<file path="config.mk">
export PLATFORM = sky130hd
export DESIGN_NAME = data_scanner
export DESIGN_NICKNAME = d
export VERILOG_FILES = /design/src/rtl/data_scanner.sv
export SDC_FILE = /design/constraint.sdc
export NUM_CORES = 2
export LEC_CHECK = 0
export ABC_CLOCK_PERIOD_IN_PS = 4200
export BUFFER_PORTS_ARGS = -buffer_cell sky130_fd_sc_hd__buf_2
export CAP_MARGIN = 20
export CORE_ASPECT_RATIO = 1.5
export CORE_UTILIZATION = 35
export DETAILED_ROUTE_END_ITERATION = 12
export PLACE_DENSITY = 0.6
export SLEW_MARGIN = 20
export SYNTH_ARGS = -nofsm -noshare
export SYNTH_HDL_FRONTEND = slang
export SYNTH_SLANG_ARGS = --single-unit
</file>
<file path="constraint.sdc">
create_clock -name clk -period 4.2 [get_ports clk]
set_input_delay 0.21 -clock clk [delete_from_list [all_inputs] [get_ports clk]]
set_output_delay 0.21 -clock clk [all_outputs]
set_load 0.05 [all_outputs]
</file>
<file path="src/rtl/data_scanner.sv">
// Snapshots 64 x 11-bit channel words and emits them one per DWELL clocks as (data, dataChange) pairs.
// Optional SCAN_CHECKSUM_EN adds a mod-2048 checksum of each frame; otherwise checksum is tied to 0.
module data_scanner #(
   parameter int DWELL      = 11,
   parameter bit CONTINUOUS = 1'b0
) (
   input  logic          clk,
   input  logic          rst,
   input  logic          start,
   input  logic [703:0]  data_in,
   output logic [10:0]   data,
   output logic [5:0]    dataChange,
   output logic          valid,
   output logic          busy,
   output logic          frame_done,
   output logic [10:0]   checksum
);

   typedef enum logic {IDLE, SEND} state_t;

   localparam logic [3:0] LAST = 4'(DWELL - 1);

   state_t        state;
   logic [703:0]  snap;
   logic [3:0]    dwell;
   logic [5:0]    next_idx;
   logic [10:0]   next_word;
   logic          frame_start;
   logic          last_hold;
   logic          advance;
   logic          frame_end;

   // dataChange doubles as the frame index; it is 0 whenever the scanner is idle.
   always_comb begin
      next_idx    = dataChange + 6'd1;
      next_word   = snap[int'(next_idx) * 11 +: 11];
      frame_start = (state == IDLE) && start;
      last_hold   = (state == SEND) && (dwell == LAST);
      advance     = last_hold && (dataChange != 6'd63);
      frame_end   = last_hold && (dataChange == 6'd63);
   end

   // busy mirrors state exactly (high only in SEND) and serves as the state observation point.
   always_ff @(posedge clk) begin
      if (rst) begin
         state      <= IDLE;
         snap       <= '0;
         dwell      <= '0;
         data       <= '0;
         dataChange <= '0;
         valid      <= 1'b0;
         busy       <= 1'b0;
         frame_done <= 1'b0;
      end else begin
         frame_done <= 1'b0;
         if (frame_start) begin
            state      <= SEND;
            snap       <= data_in;
            data       <= data_in[10:0];
            dataChange <= '0;
            dwell      <= '0;
            valid      <= 1'b1;
            busy       <= 1'b1;
         end else if (advance) begin
            dataChange <= next_idx;
            data       <= next_word;
            dwell      <= '0;
         end else if (frame_end) begin
            frame_done <= 1'b1;
            dwell      <= '0;
            dataChange <= '0;
            if (CONTINUOUS) begin
               snap <= data_in;
               data <= data_in[10:0];
            end else begin
               state <= IDLE;
               data  <= '0;
               valid <= 1'b0;
               busy  <= 1'b0;
            end
         end else if (state == SEND) begin
            dwell <= dwell + 4'd1;
         end
      end
   end

`ifdef SCAN_CHECKSUM_EN
   logic [10:0] acc;

   // Each word is added on its first hold cycle; the frame's first word seeds the accumulator.
   always_ff @(posedge clk) begin
      if (rst) begin
         acc      <= '0;
         checksum <= '0;
      end else if (frame_start) begin
         acc <= data_in[10:0];
      end else if (advance) begin
         acc <= acc + next_word;
      end else if (frame_end) begin
         checksum <= acc;
         acc      <= CONTINUOUS ? data_in[10:0] : 11'd0;
      end
   end
`else
   assign checksum = '0;
`endif

endmodule

</file>
==> impl_metrics.py <==
metrics = {
    "sta": {
        "fin_tns_setup_ns": 0,
        "rsz0062_at_grt": "no",
        "fin_crit_sh_pct": 72.2,
        "fin_crit_ns": 3.03,
        "setup_violations": 0,
        "slew_headroom_pct": 25.5,
        "fmax_ghz": 0.330,
        "hold_slack_ns": 0.0328,
        "max_slew.worst_pin.slew_ns": 1.12,
        "fin_skew_ns": 0.0267,
        "slew_viol_final": 0,
        "setup_ws_ns": 1.17,
        "hold_violations": 0,
    },
    "outcome": {
        "status": "finished clean",
    },
    "yosys": {
        "yosysTopAreaCellShare_pct": 47.5,
        "synth.distinct_cells": 44,
        "yosysTopAreaCell": "dfxtp_1",
        "synth.avg_cell_area_um2": 8.40,
        "synthTopCellsByArea": "dfxtp_1 47%, nand2_1 19%, mux4_2 13%, a21oi_1 12%, clkbuf_1 2.8%",
        "synthTopCellsByCount": "1532 x nand2_1, 727 x dfxtp_1, 711 x a21oi_1",
        "synth_edf_count": 0,
        "synth_area_um2": 30700,
        "synth_flop_cell": "dfxtp_1",
        "yosysWarnings": 0,
        "yosysMostFrequentCell": "nand2_1",
        "async_reset_ff_share_pct": 0,
        "synth_cells": 3653,
        "ys_ff_latch": 727,
        "synth-seq-area-share_pct": 47.5,
    },
    "critical_path": {
        "worstReg2RegStart": "dataChange[2]",
        "reg2regPathDepth": 6,
        "cp-start-kind": "flip-flop",
        "rr_endpoint": "data[0]",
        "critPathMaxFanout": 20,
        "r2r_slack_ns": 1.17,
        "worstPathArrival_ns": 3.50,
        "cp-end-kind": "flip-flop",
        "path_class": "reg2reg",
        "required_ns": 4.67,
    },
    "placed_design": {
        "gp_congestion": 0.905,
        "numPortBuffers": 726,
        "place_ws_ns": 1.21,
        "placed_area_um2": 34900,
        "hpwl_mm": 88.7,
        "dp.cells": 5250,
    },
    "clock_tree": {
        "post_cts_resized": 0,
        "cts_sinks": 727,
        "htree_levels": 3,
        "cts_hold_buf": 704,
        "cts_buffer_depth": 3,
        "clock_latency_ns": 0.64,
        "clk_pin_slew_worst_paths_ns": 0.06,
        "cts_buffers": 73,
        "root_buffer": "clkbuf_16",
        "cts_tree": "done",
        "post-cts-setup-buffers": 0,
    },
    "global_route": {
        "grt_pass1_wl_mm": 190,
        "grt_max_degree": 213,
        "antenna_found_initial": 8,
        "grt_pass1_vias": 31300,
        "gr-usage-all-layers_pct": 28.3,
        "gr-total-overflow": 0,
    },
    "power_and_ir_drop": {
        "powerDensity_nw_per_um2": 374,
        "vdd_drop_max_uv": 296,
        "leakage_nw": 17.4,
    },
    "detailed_routing": {
        "vias": 31700,
        "detail-route-antenna-nets": 0,
        "via_per_inst": 5.20,
        "first_iter_violations": 2678,
        "drc_errors": 0,
        "wl_per_cell_um": 21.5,
        "drt_wl_total_mm": 131,
        "first_pass_iters": 5,
    },
    "floorplan": {
        "die_x_um": 244,
        "die_y_um": 365,
        "start_util_pct": 35.4,
        "design.die.area_um2": 88800,
        "ios": 738,
        "core_um2": 86500,
        "rows": 132,
    },
    "finish": {
        "nets": 5600,
        "final_cell_count_no_fill": 6091,
        "syn_to_final_growth_pct": 45.0,
        "drive_gt1_share_pct": 21.8,
        "final_area_um2": 44500,
    },
    "worst_hold_path": {
        "hp-class": "in2reg",
        "whs_endpoint": "snap[0]",
        "min-delay-start": "data_in[0]",
        "min_path_cells": 3,
    },
    "job": {
        "cap_violations": 0,
    },
}
cells by family after synthesis:
| family | after synthesis | share of synthesized area, % |
|---|---|---|
| AO/OA/AOI/OAI | 759 | 12.8 |
| XOR/XNOR | 10 | 0.396 |
| adder cells (fa/ha/maj) | 3 | 0.122 |
| buffers and inverters | 318 | 4.64 |
| flip-flops | 727 | 47.5 |
| multiplexers | 202 | 14.0 |
| other | 1 | 0.0122 |
| AND/OR/NAND/NOR | 1633 | 20.6 |
sequential cells by signal, indices dropped and copies added, names as in the netlist:
signal      cells
frame_done      1
state           1
data           11
dwell           4
dataChange      6
snap          704
stage by stage:
| stage | utilization, % | total power [mW] |
|---|---|---|
| 6_report | 51.4 | 16.6 |
| 5_1_grt | 51.4 | 17.2 |
| 4_1_cts | 51.4 | 16.7 |
| 3_5_place_dp | 40.3 | 9.35 |
| 3_3_place_gp | 40.3 | 9.33 |
| 2_1_floorplan | - | 8.53 |
worst max-delay path, cell delays in order, from the launching register on:
cell,delay [ns]
dfxtp_1,0.62
and3_4,0.31
mux2_2,0.38
mux2i_4,0.68
a32oi_1,0.34
nand4_1,0.39
o211ai_1,0.13
power by group:
group,internal [mW],switching [mW],total [mW]
Sequential,7.29,0.256,7.54
Clock,3.93,2.93,6.86
Combinational,1.09,1.15,2.23
Total,12.3,4.33,16.6
how the worst max path moves through the flow:
stage | start | endpoint | slack (ns) | cells after the start
2_1_floorplan | dataChange[1] | data[5] | 1.66 | 8
3_3_place_gp | dataChange[2] | data[7] | 1.23 | 6
3_5_place_dp | dataChange[1] | data[0] | 1.21 | 7
4_1_cts | dataChange[0] | data[2] | 1.20 | 6
5_1_grt | dataChange[1] | data[0] | 1.03 | 7
6_report | dataChange[2] | data[0] | 1.17 | 6
layer usage:
layer	part of all wire, %	up-vias	track usage (%)
met5	0.0099	-	0
met2	48	1451	46.7
met3	6.3	402	4.44
met4	6.2	2	17.0
met1	40	15100	34.8
li1	-	14700	-
layout by cell type (no fill, tap or decap), types with 21 or more instances in the layout:
master / count
buf_2: 725
clkbuf_16: 74
nand3_1: 47
a21oi_1: 711
dfxtp_1: 726
dlygate4sd3_1: 704
nand4_1: 21
buf_4: 22
nand2_1: 1532
mux4_2: 177
final cells by class:
type / count / area, um^2
flip-flops and latches: 727 / 14600
clock buffers: 94 / 2030
multi-input cells: 2618 / 14800
diodes: 8 / 20.0
fillers: 7915 / 42100
clock inverters: 35 / 449
inverters: 2 / 7.51
repair buffers: 1468 / 11200
well taps: 1139 / 1430
Note: power is estimated with default switching activity, not from simulation.
